## config.mk

```make
export PLATFORM = sky130hd
export DESIGN_NAME = axi_crossbar_mst_switch
export DESIGN_NICKNAME = d
export VERILOG_FILES = /design/src/rtl/axi_crossbar_pkg.sv /design/src/rtl/axi_crossbar_route_fifo.sv /design/src/rtl/round_arbiter.sv /design/src/rtl/axi_crossbar_mst_switch.sv
export SDC_FILE = /design/constraint.sdc
export NUM_CORES = 1
export LEC_CHECK = 0
export BUFFER_PORTS_ARGS = -buffer_cell sky130_fd_sc_hd__buf_2
export CAP_MARGIN = 20
export CORE_AREA = 2 2 204 206
export DETAILED_ROUTE_END_ITERATION = 16
export DIE_AREA = 0 0 206 208
export GPL_TIMING_DRIVEN = 1
export HOLD_SLACK_MARGIN = 0.02
export SLEW_MARGIN = 20
export SYNTH_ARGS = -nofsm -noshare
export SYNTH_HDL_FRONTEND = slang
export SYNTH_SLANG_ARGS = --single-unit
export TNS_END_PERCENT = 50
```

## constraint.sdc

```tcl
create_clock -name aclk -period 2.9 [get_ports aclk]
set_input_delay 0.145 -clock aclk [delete_from_list [all_inputs] [get_ports aclk]]
set_output_delay 0.145 -clock aclk [all_outputs]
set_load 0.1 [all_outputs]
```

## src/rtl/axi_crossbar_pkg.sv

```systemverilog
// Shared widths and types for the AXI crossbar.
// Channel payload widths, response codes, slave index type.
package axi_crossbar_pkg;
  localparam int AWCH_W = 49;
  localparam int WCH_W  = 43;
  localparam int BCH_W  = 8;
  localparam int ARCH_W = 49;
  localparam int RCH_W  = 41;

  localparam logic [1:0] AXI_RESP_DECERR = 2'b11;

  localparam int SLV_IDX_W = 4;
  typedef logic [SLV_IDX_W-1:0] slv_idx_t;
endpackage

```

## src/rtl/axi_crossbar_route_fifo.sv

```systemverilog
// W routing FIFO: holds the target slave of each accepted AW.
// Ports: clk, srst, push/din, pop/dout, full, empty.
module axi_crossbar_route_fifo
  import axi_crossbar_pkg::*;
#(
  parameter int DEPTH = 4,
  localparam int AW = $clog2(DEPTH)
) (
  input  logic     clk,
  input  logic     srst,
  input  logic     push,
  input  slv_idx_t din,
  input  logic     pop,
  output slv_idx_t dout,
  output logic     full,
  output logic     empty
);
  slv_idx_t      mem [DEPTH];
  logic [AW:0]   wp;
  logic [AW:0]   rp;
  logic          do_push;
  logic          do_pop;

  assign empty   = (wp == rp);
  assign full    = (wp[AW] != rp[AW]) &&
                   (wp[AW-1:0] == rp[AW-1:0]);
  assign dout    = mem[rp[AW-1:0]];
  assign do_push = push & ~full;
  assign do_pop  = pop & ~empty;

  always_ff @(posedge clk) begin
    if (do_push) mem[wp[AW-1:0]] <= din;
  end

  always_ff @(posedge clk) begin
    if (srst) begin
      wp <= '0;
      rp <= '0;
    end else begin
      if (do_push) wp <= wp + 1'b1;
      if (do_pop)  rp <= rp + 1'b1;
    end
  end
endmodule

```

## src/rtl/round_arbiter.sv

```systemverilog
// Round-robin arbiter; a grant stays locked until done.
// Ports: clk, srst, req, done in; gnt index, gnt_vld out.
module round_arbiter #(
  parameter int N = 3,
  localparam int IW = (N > 1) ? $clog2(N) : 1
) (
  input  logic          clk,
  input  logic          srst,
  input  logic [N-1:0]  req,
  input  logic          done,
  output logic [IW-1:0] gnt,
  output logic          gnt_vld
);
  logic [IW-1:0] ptr;
  logic [IW-1:0] pick;
  logic [IW-1:0] lock_idx;
  logic          locked;
  logic          any;
  logic          lock_req;
  logic [N-1:0]  high;

  // Requests at or above ptr win first, then wrap.
  always_comb begin
    high = '0;
    for (int k = 0; k < N; k++)
      high[k] = req[k] & (IW'(k) >= ptr);
    pick = ptr;
    any  = |req;
    for (int k = N-1; k >= 0; k--)
      if (req[k]) pick = IW'(k);
    if (|high)
      for (int k = N-1; k >= 0; k--)
        if (high[k]) pick = IW'(k);
  end

  always_comb begin
    lock_req = 1'b0;
    for (int k = 0; k < N; k++)
      if (lock_idx == IW'(k)) lock_req = req[k];
  end

  assign gnt     = locked ? lock_idx : pick;
  assign gnt_vld = locked ? lock_req : any;

  always_ff @(posedge clk) begin
    if (srst) begin
      ptr      <= '0;
      locked   <= 1'b0;
      lock_idx <= '0;
    end else if (gnt_vld & done) begin
      locked <= 1'b0;
      ptr    <= (gnt == IW'(N-1)) ? '0 : gnt + 1'b1;
    end else if (gnt_vld & ~locked) begin
      locked   <= 1'b1;
      lock_idx <= pick;
    end
  end
endmodule

```

## src/rtl/axi_crossbar_mst_switch.sv

```systemverilog
// Master-side crossbar switch: one master to SLV_NB slaves.
// Ports: i_* master AW/W/B/AR/R, o_* per-slave channels.
module axi_crossbar_mst_switch
  import axi_crossbar_pkg::*;
#(
  parameter int SLV_NB = 3,
  parameter int AXI_ADDR_W = 32,
  parameter logic [SLV_NB*AXI_ADDR_W-1:0] SLV_START_ADDR =
    {32'h2000, 32'h1000, 32'h0000},
  parameter logic [SLV_NB*AXI_ADDR_W-1:0] SLV_END_ADDR =
    {32'h2FFF, 32'h1FFF, 32'h0FFF},
  parameter int MAX_OSTD = 8,
  parameter int WFIFO_DEPTH = 4
) (
  input  logic                    aclk,
  input  logic                    srst,
  input  logic                    i_awvalid,
  output logic                    i_awready,
  input  logic [AWCH_W-1:0]       i_awch,
  input  logic                    i_wvalid,
  output logic                    i_wready,
  input  logic                    i_wlast,
  input  logic [WCH_W-1:0]        i_wch,
  output logic                    i_bvalid,
  input  logic                    i_bready,
  output logic [BCH_W-1:0]        i_bch,
  input  logic                    i_arvalid,
  output logic                    i_arready,
  input  logic [ARCH_W-1:0]       i_arch,
  output logic                    i_rvalid,
  input  logic                    i_rready,
  output logic                    i_rlast,
  output logic [RCH_W-1:0]        i_rch,
  output logic [SLV_NB-1:0]       o_awvalid,
  input  logic [SLV_NB-1:0]       o_awready,
  output logic [AWCH_W-1:0]       o_awch,
  output logic [SLV_NB-1:0]       o_wvalid,
  input  logic [SLV_NB-1:0]       o_wready,
  output logic                    o_wlast,
  output logic [WCH_W-1:0]        o_wch,
  input  logic [SLV_NB-1:0]       o_bvalid,
  output logic [SLV_NB-1:0]       o_bready,
  input  logic [SLV_NB*BCH_W-1:0] o_bch,
  output logic [SLV_NB-1:0]       o_arvalid,
  input  logic [SLV_NB-1:0]       o_arready,
  output logic [ARCH_W-1:0]       o_arch,
  input  logic [SLV_NB-1:0]       o_rvalid,
  output logic [SLV_NB-1:0]       o_rready,
  input  logic [SLV_NB-1:0]       o_rlast,
  input  logic [SLV_NB*RCH_W-1:0] o_rch
);
  localparam int CNT_W = $clog2(MAX_OSTD + 1);
  localparam int GW = (SLV_NB > 1) ? $clog2(SLV_NB) : 1;
  localparam logic [CNT_W-1:0] CNT_MAX = CNT_W'(MAX_OSTD);

  // Lowest matching slave wins; misses go to the last slave.
  function automatic slv_idx_t decode(
    input logic [AXI_ADDR_W-1:0] a
  );
    slv_idx_t s;
    s = slv_idx_t'(SLV_NB - 1);
    for (int k = SLV_NB-1; k >= 0; k--)
      if (a >= SLV_START_ADDR[k*AXI_ADDR_W +: AXI_ADDR_W] &&
          a <= SLV_END_ADDR[k*AXI_ADDR_W +: AXI_ADDR_W])
        s = slv_idx_t'(k);
    return s;
  endfunction

  slv_idx_t        aw_sel;
  slv_idx_t        ar_sel;
  slv_idx_t        wr_tgt;
  slv_idx_t        rd_tgt;
  slv_idx_t        w_head;
  slv_idx_t        b_sel;
  slv_idx_t        r_sel;
  logic [CNT_W-1:0] wr_cnt;
  logic [CNT_W-1:0] rd_cnt;
  logic            aw_stall;
  logic            ar_stall;
  logic            aw_rdy;
  logic            ar_rdy;
  logic            w_rdy;
  logic            aw_hs;
  logic            ar_hs;
  logic            w_hs;
  logic            b_hs;
  logic            r_hs;
  logic            r_done;
  logic            wf_full;
  logic            wf_empty;
  logic [GW-1:0]   b_gnt;
  logic [GW-1:0]   r_gnt;
  logic            b_vld;
  logic            r_vld;
  logic            r_last_sel;

  assign aw_sel = decode(i_awch[AXI_ADDR_W-1:0]);
  assign ar_sel = decode(i_arch[AXI_ADDR_W-1:0]);

  // A different target must wait for all older requests to drain.
  assign aw_stall = (wr_cnt == CNT_MAX) | wf_full |
                    ((wr_cnt != '0) & (aw_sel != wr_tgt));
  assign ar_stall = (rd_cnt == CNT_MAX) |
                    ((rd_cnt != '0) & (ar_sel != rd_tgt));

  assign o_awch  = i_awch;
  assign o_arch  = i_arch;
  assign o_wch   = i_wch;
  assign o_wlast = i_wlast;

  always_comb begin
    o_awvalid = '0;
    o_arvalid = '0;
    aw_rdy    = 1'b0;
    ar_rdy    = 1'b0;
    for (int k = 0; k < SLV_NB; k++) begin
      if (aw_sel == slv_idx_t'(k)) begin
        aw_rdy       = o_awready[k];
        o_awvalid[k] = i_awvalid & ~aw_stall;
      end
      if (ar_sel == slv_idx_t'(k)) begin
        ar_rdy       = o_arready[k];
        o_arvalid[k] = i_arvalid & ~ar_stall;
      end
    end
  end

  assign i_awready = aw_rdy & ~aw_stall;
  assign i_arready = ar_rdy & ~ar_stall;
  assign aw_hs     = i_awvalid & i_awready;
  assign ar_hs     = i_arvalid & i_arready;

  axi_crossbar_route_fifo #(
    .DEPTH (WFIFO_DEPTH)
  ) u_wfifo (
    .clk   (aclk),
    .srst  (srst),
    .push  (aw_hs),
    .din   (aw_sel),
    .pop   (w_hs & i_wlast),
    .dout  (w_head),
    .full  (wf_full),
    .empty (wf_empty)
  );

  always_comb begin
    o_wvalid = '0;
    w_rdy    = 1'b0;
    for (int k = 0; k < SLV_NB; k++)
      if (w_head == slv_idx_t'(k)) begin
        w_rdy       = o_wready[k];
        o_wvalid[k] = i_wvalid & ~wf_empty;
      end
  end

  assign i_wready = w_rdy & ~wf_empty;
  assign w_hs     = i_wvalid & i_wready;

  round_arbiter #(.N(SLV_NB)) u_b_arb (
    .clk     (aclk),
    .srst    (srst),
    .req     (o_bvalid),
    .done    (b_hs),
    .gnt     (b_gnt),
    .gnt_vld (b_vld)
  );

  round_arbiter #(.N(SLV_NB)) u_r_arb (
    .clk     (aclk),
    .srst    (srst),
    .req     (o_rvalid),
    .done    (r_done),
    .gnt     (r_gnt),
    .gnt_vld (r_vld)
  );

  assign b_sel = slv_idx_t'(b_gnt);
  assign r_sel = slv_idx_t'(r_gnt);

  always_comb begin
    i_bch      = '0;
    i_rch      = '0;
    o_bready   = '0;
    o_rready   = '0;
    r_last_sel = 1'b0;
    for (int k = 0; k < SLV_NB; k++) begin
      if (b_sel == slv_idx_t'(k)) begin
        i_bch       = o_bch[k*BCH_W +: BCH_W];
        o_bready[k] = i_bready & b_vld;
      end
      if (r_sel == slv_idx_t'(k)) begin
        i_rch       = o_rch[k*RCH_W +: RCH_W];
        r_last_sel  = o_rlast[k];
        o_rready[k] = i_rready & r_vld;
      end
    end
  end

  assign i_bvalid = b_vld;
  assign i_rvalid = r_vld;
  assign i_rlast  = r_vld & r_last_sel;
  assign b_hs     = b_vld & i_bready;
  assign r_hs     = r_vld & i_rready;
  assign r_done   = r_hs & i_rlast;

  // A response with nothing outstanding holds the counter at zero.
  always_ff @(posedge aclk) begin
    if (srst) begin
      wr_cnt <= '0;
      rd_cnt <= '0;
      wr_tgt <= '0;
      rd_tgt <= '0;
    end else begin
      if (aw_hs) wr_tgt <= aw_sel;
      if (ar_hs) rd_tgt <= ar_sel;
      unique case (1'b1)
        aw_hs & ~b_hs:
          wr_cnt <= wr_cnt + 1'b1;
        b_hs & ~aw_hs & (wr_cnt != '0):
          wr_cnt <= wr_cnt - 1'b1;
        default: ;
      endcase
      unique case (1'b1)
        ar_hs & ~r_done:
          rd_cnt <= rd_cnt + 1'b1;
        r_done & ~ar_hs & (rd_cnt != '0):
          rd_cnt <= rd_cnt - 1'b1;
        default: ;
      endcase
    end
  end
endmodule

```

### Word-level counts from Yosys, hierarchy flattened

Memory sizes are Yosys's and may differ from the RTL's. A register that Yosys moved wholly into a read port is not among the register bits.
Cells that the tools add are included.

| storage, ports and cells | value |
|---|---|
| bits in registers | 32 |
| memory bits (writable) | 8 |
| memories kept | 1 |

| cells by class | value |
|---|---|
| add/sub/neg operators | 8 |
| $lt $le $gt $ge | 14 |
| eq/ne operators | 21 |
| muxes and demuxes | 69 |
| bitwise gates (word level) | 49 |
| reduce and logical (&&, ||, !) cells | 24 |

Memory list:

| name | words | width | read ports | clocked after memory_dff | write ports | line | text |
|---|---|---|---|---|---|---|---|
| u_wfifo.mem | 4 | 2 | 1 | 1 | 1 | axi_crossbar_route_fifo.sv:18 | `slv_idx_t mem [DEPTH];` |

Operators with widths:

| cell | count |
|---|---|
| $mux 41 | 3 |
| $ge 32x1->1 const B | 2 |
| $ge 32x13->1 const B | 2 |
| $le 32x12->1 const B | 2 |
| $le 32x13->1 const B | 2 |
| $mux 2 | 24 |
| $mux 1 | 37 |
| $and 1x1->1 | 34 |
| $mux 8 | 3 |
| $logic_not 4->1 | 5 |
| $pmux 4 s2 | 2 |
| $eq 4x1->1 const B | 3 |
| $eq 4x2->1 const B | 3 |
| $not 1->1 | 12 |
| $reduce_or 3->1 | 4 |
| $add 4x1->4 const B | 2 |
| $eq 2x1->1 const B | 4 |
| $eq 2x2->1 const B | 4 |
| $eq 4x4->1 const B | 2 |
| $ge 1x2->1 const A | 4 |
| $ne 4x4->1 | 2 |
| $reduce_bool 4->1 | 2 |
| $sub 4x1->4 const B | 2 |
| $add 3x1->3 const B | 2 |
| 11 further kinds | 23 |

### Logic depth before layout (Yosys ltp)

| depth | value |
|---|---|
| word-level depth | 17 |
| gate-level depth with buffers | 15 |
| depth with buffers taken out | 14 |

### Cells and area by module

A second synthesis with hierarchy kept.

| second synthesis, totals | value |
|---|---|
| cell total of the unflattened synthesis | 651 |
| area total of the unflattened synthesis | 5195.0 um2 |

By module, submodules not included:

| module | instances | cells an instance | area each (um2) | seq. area each (um2) |
|---|---|---|---|---|
| axi_crossbar_mst_switch | 1 | 472 | 3278.1 | 240.2 |
| axi_crossbar_route_fifo | 1 | 91 | 1178.6 | 640.6 |
| round_arbiter | 2 | 44 | 369.1 | 100.1 |

### Worst setup path before layout

OpenSTA, ideal clock, no wires.

| timing | value |
|---|---|
| path type | reg2out |
| start point | reg u_r_arb.ptr[0] |
| end point | out i_rch[10] |
| arrival time | 3.518 ns |
| path slack | -0.763 ns |
| cell stages (with the launch flop) | 8 |
| path through | dfxtp_1 -> nor2b_1 -> o211ai_1 -> a31oi_1 -> buf_2 -> buf_2 -> mux2i_1 -> o21ai_0 |

| between the ends | value |
|---|---|
| word-level cells in the longest chain between the ends | 12 |
| elaborated cells between the ends (all ways) | 21 |

RTL lines:

| element | line | text |
|---|---|---|
| start, declared | round_arbiter.sv:14 | `logic [IW-1:0] ptr;` |
| start signal, assigned | round_arbiter.sv:52 | `ptr <= (gnt == IW'(N-1)) ? '0 : gnt + 1'b1;` |
| $mux 2 (3 in series) | round_arbiter.sv:30 | `if (req[k]) pick = IW'(k);` |
| $mux 2 (3 in series) | round_arbiter.sv:33 | `if (high[k]) pick = IW'(k);` |
| $mux 2 (*) | round_arbiter.sv:31 | `if (\|high)` |
| $mux 2 (*) | round_arbiter.sv:42 | `assign gnt = locked ? lock_idx : pick;` |
| $logic_not 4->1 | axi_crossbar_mst_switch.sv:191 | `if (r_sel == slv_idx_t'(k)) begin` |
| $mux 41 (2 in series) | axi_crossbar_mst_switch.sv:191 |  |
| $mux 41 (*) | axi_crossbar_mst_switch.sv:191 |  |
| end, declared | axi_crossbar_mst_switch.sv:33 | `output logic [RCH_W-1:0] i_rch,` |

Mark *: on every way between the ends. The rest lies on a longest branch, timed or not.

### Final worst setup path

| timing | value |
|---|---|
| start point | reg u_r_arb.ptr[0] |
| end point | reg rd_cnt[3] |

| between the ends | value |
|---|---|
| word-level cells in the longest chain between the ends | 17 |
| elaborated cells between the ends (all ways) | 29 |

RTL lines:

| element | line | text |
|---|---|---|
| $mux 2 (3 in series) | round_arbiter.sv:30 |  |
| $mux 2 (3 in series) | round_arbiter.sv:33 |  |
| $mux 2 (*) | round_arbiter.sv:31 |  |
| $mux 2 (*) | round_arbiter.sv:42 |  |
| $logic_not 4->1 | axi_crossbar_mst_switch.sv:191 |  |
| $mux 1 (2 in series) | axi_crossbar_mst_switch.sv:191 |  |
| $mux 1 (*) | axi_crossbar_mst_switch.sv:191 |  |
| $and 1x1->1 (*) | axi_crossbar_mst_switch.sv:201 | `assign i_rlast = r_vld & r_last_sel;` |
| $and 1x1->1 (*) | axi_crossbar_mst_switch.sv:204 | `assign r_done = r_hs & i_rlast;` |
| $and 1x1->1 or $not 1->1 (tied branches) | axi_crossbar_mst_switch.sv:226, axi_crossbar_mst_switch.sv:224 |  |
| $and 1x1->1, on equally long branches | axi_crossbar_mst_switch.sv:226, axi_crossbar_mst_switch.sv:224 |  |
| $pmux 4 s2 or $reduce_bool 2->1 (tied branches) | -- |  |
| end signal, assigned | axi_crossbar_mst_switch.sv:225 | `rd_cnt <= rd_cnt + 1'b1;` |
| end signal, assigned | axi_crossbar_mst_switch.sv:227 | `rd_cnt <= rd_cnt - 1'b1;` |
| end, declared | axi_crossbar_mst_switch.sv:77 | `logic [CNT_W-1:0] rd_cnt;` |

Marks and branches as above.
A chain may end at the register's enable or synchronous reset.

==> impl_metrics.ini <==
[sta]
drv_slew = 0
fin_crit_ns = 2.77
tightest_slew_ns = 0.724
hold_viol = 0
setup_viol = 0
slew_headroom_pct = 51.8
fmax_mhz = 360
timing.final.crit_share_pct = 95.7
finClkSkew_ns = 0.00743
rsz0062_at_grt = yes

[clocking]
clkTransAtPathRegs_ns = 0.07
clk_latency_ns = 0.29
numClockSinks = 38
htreeDepth = 2
clockBufferDepth = 2
cts_tree = yes
cts-root-buf = clkbuf_16
holdBufCountCts = 0
numCtsBuffers = 5

[run_status]
status = completed

[placement]
port-buffer-count = 323
dp.cells = 1317
hpwlAfterDp_mm = 14.3
place.gp.congestion = 0.789

[power_and_ir_drop]
power.density_nw_per_um2 = 686
fin_total_pwr_uw = 4810
p_leak_uw = 0.00310
peakVddDrop_v = 0.000342

[synthesis]
synth_cell_type_count = 70
syn_inst = 602
synth-edff-count = 8
synthArstFlopShare_pct = 0
yosysSeqAreaShare_pct = 17.9
synth_top_area_cell = buf_4
synth_nets = 927
synthesis.area_um2 = 4690
synthDominantCellAreaShare_pct = 22.9
ys_ff_latch = 38
synth_area_leaders = buf_4 (23%), dfxtp_1 (13%), mux2i_1 (13%), o21ai_0 (6.2%), edfxtp_1 (5.1%)
ys.flop_type = dfxtp_1
syn_area_per_cell_um2 = 7.80
yosys_warnings = 0

[routing]
wl_mm = 16.4
drt_iter0_drc = 123
firstDrtPassIters = 4
remaining_drc_errors = 0
viasPerCell = 3.60
via_count = 4771
ant_nets = 0
routedWlPerCell_um = 12.4

[hold_path]
hp-class = in -> reg
min_to = rd_tgt[0]
min_path_cells = 3
hp-start = i_arch[12]

[critical_path]
reg2reg_slack_ns = 0.13
cp_cell_sequence = nor2b_2 > o211ai_1 > buf_4 > a31oi_4 > mux2i_4 > o21ai_4 > nand2_2 > inv_1 > buf_4 > ha_1 > a21oi_2 > nand2_1 > a21oi_2 > mux2i_1 > a2111oi_2
reg2reg_from = u_r_arb.ptr[0]
end_kind = flop
worst_ep_required_time_ns = 3.09
setup.worst_path.class = reg -> reg
crit_fanout = 4
r2r_end = rd_cnt[3]
worst_path_max_delay_cell = dfxtp_2
setup.worst_path.start_class = flop
ff2ff_path_depth = 15
critical_path_arrival_ns = 2.97
critPathLaunch = u_r_arb.ptr[0]
cpPeakStageDelay_ns = 0.35

[global_routing]
grt_pass1_wl_mm = 24.7
grt_max_degree = 45
grt-ovfl-total = 0
gr-usage-met1_pct = 7.93
grt_use_total_pct = 7.28
busiest_layer = met2
antenna_found_initial = 3
grt_pass1_vias = 4605
grt_util_met2_pct = 12.7
use_met3_pct = 2.38

[die]
dieArea_um2 = 42800
die_h_um = 208
die_x_um = 206
initial_core_util_pct = 11.6
pin_count = 526
row_count = 74
placeableCoreArea_um2 = 40600

[cells_and_area]
final_nets = 1119
antennaDiodeCount = 0
area_growth_pct = 49.5
final_cell_mix = buf_2 (278), nand2_1 (61), mux2i_1 (58), buf_12 (47), nor2_1 (39)
mostFrequentLayoutCell = buf_2
final_cells = 1327
drive_gt1_share_pct = 53.8

[job]
cap_violations = 0
## metal layers
metal / part of all wire (%) / wire length, µm
met5: 0.25 / 41
met2: 50 / 8170
met3: 9.2 / 1510
met4: 4.5 / 739
met1: 36 / 5980
## critical path: cells and delay by family (launching register included)
kind	cells	cell delay, ns
adders and majority gates	1	0.29
buffers and inverters	3	0.33
muxes	2	0.41
DFF	1	0.35
AOI/OAI and AO/OA	6	1.02
and+or+nand+nor	3	0.28
## power by group
part | internal (µW) | total, µW | switching, µW
logic | 1150 | 3610 | 2460
clock network | 314 | 548 | 233
registers | 603 | 659 | 56.1
## cells by family (layout without fill, tap and decap cells)
| logic type | count (synthesis) | after routing | synth area share, % |
|---|---|---|---|
| AO/OA/AOI/OAI | 109 | 109 | 14.9 |
| XOR/XNOR | 9 | 9 | 1.68 |
| adder cells (fa/ha/maj) | 11 | 11 | 3.25 |
| buffers and inverters | 185 | 378 | 26.6 |
| flip-flops | 38 | 38 | 17.9 |
| multiplexers | 71 | 71 | 16.0 |
| AND/OR/NAND/NOR | 179 | 179 | 19.6 |
## metrics by stage
step,setup TNS [ns],utilization (%),cell area (µm²),hold slack [ns],setup WS (ns)
after detailed placement,-0.290,16.8,6820,0.291,-0.261
after floorplan,-15.71,-,4800,0.293,-0.732
after CTS,-0.00593,17.2,6970,0.165,-0.00593
final,0,17.3,7020,0.182,0.126
after global placement,-0.220,16.8,6820,0.291,-0.220
after global routing,-0.0404,17.3,7020,0.186,-0.0318
## registers in the layout, indices dropped and copies added (netlist names), 3 cells and up, named ones only
signal / count
wr_cnt: 4
u_wfifo.mem: 8
u_wfifo.rp: 3
u_wfifo.wp: 3
rd_cnt: 4
## Yosys cell counts, types with 3 or more instances
library cell / number
clkbuf_1: 14
xor2_1: 3
and2_1: 11
nand2b_1: 5
nor2b_1: 7
edfxtp_1: 8
nand3_1: 4
buf_2: 6
ha_1: 9
a211oi_1: 4
dfxtp_1: 30
buf_4: 143
nand2_1: 62
o21ai_0: 58
nor4_1: 5
o21ai_1: 3
inv_1: 19
xnor2_1: 6
nor3b_1: 3
nor3_1: 14
or3_1: 6
mux2i_1: 59
nor2_1: 39
mux2_1: 4
nand3b_1: 4
a21oi_1: 16
mux2_2: 4
## final cells by class
class / instances / area (µm²)
fill: 4579 / 33500
multi-input combinational: 379 / 2770
timing repair buffer: 350 / 2520
sequential: 38 / 845
tap: 532 / 666
clock buffer: 5 / 125
inverter: 20 / 75.1
clock inverter: 3 / 16.3
## timing repair
item	4_1_cts	5_1_grt
gates resized for setup	4	10
cloned	0	0
endpoints found under the setup margin	2	4
pin swaps	0	6
setup buffers	0	2
## how the worst max path moves through the flow
| stage | slack [ns] | to |
|---|---|---|
| 6_report | 0.13 | rd_cnt[3] |
| 5_1_grt | -0.03 | rd_cnt[3] |
| 4_1_cts | -0.006 | rd_cnt[3] |
| 3_5_place_dp | -0.26 | rd_cnt[3] |
| 3_3_place_gp | -0.22 | rd_cnt[3] |
| 2_1_floorplan | -0.73 | i_rch[34] |
No activity file was read; power rests on OpenSTA's default activity.
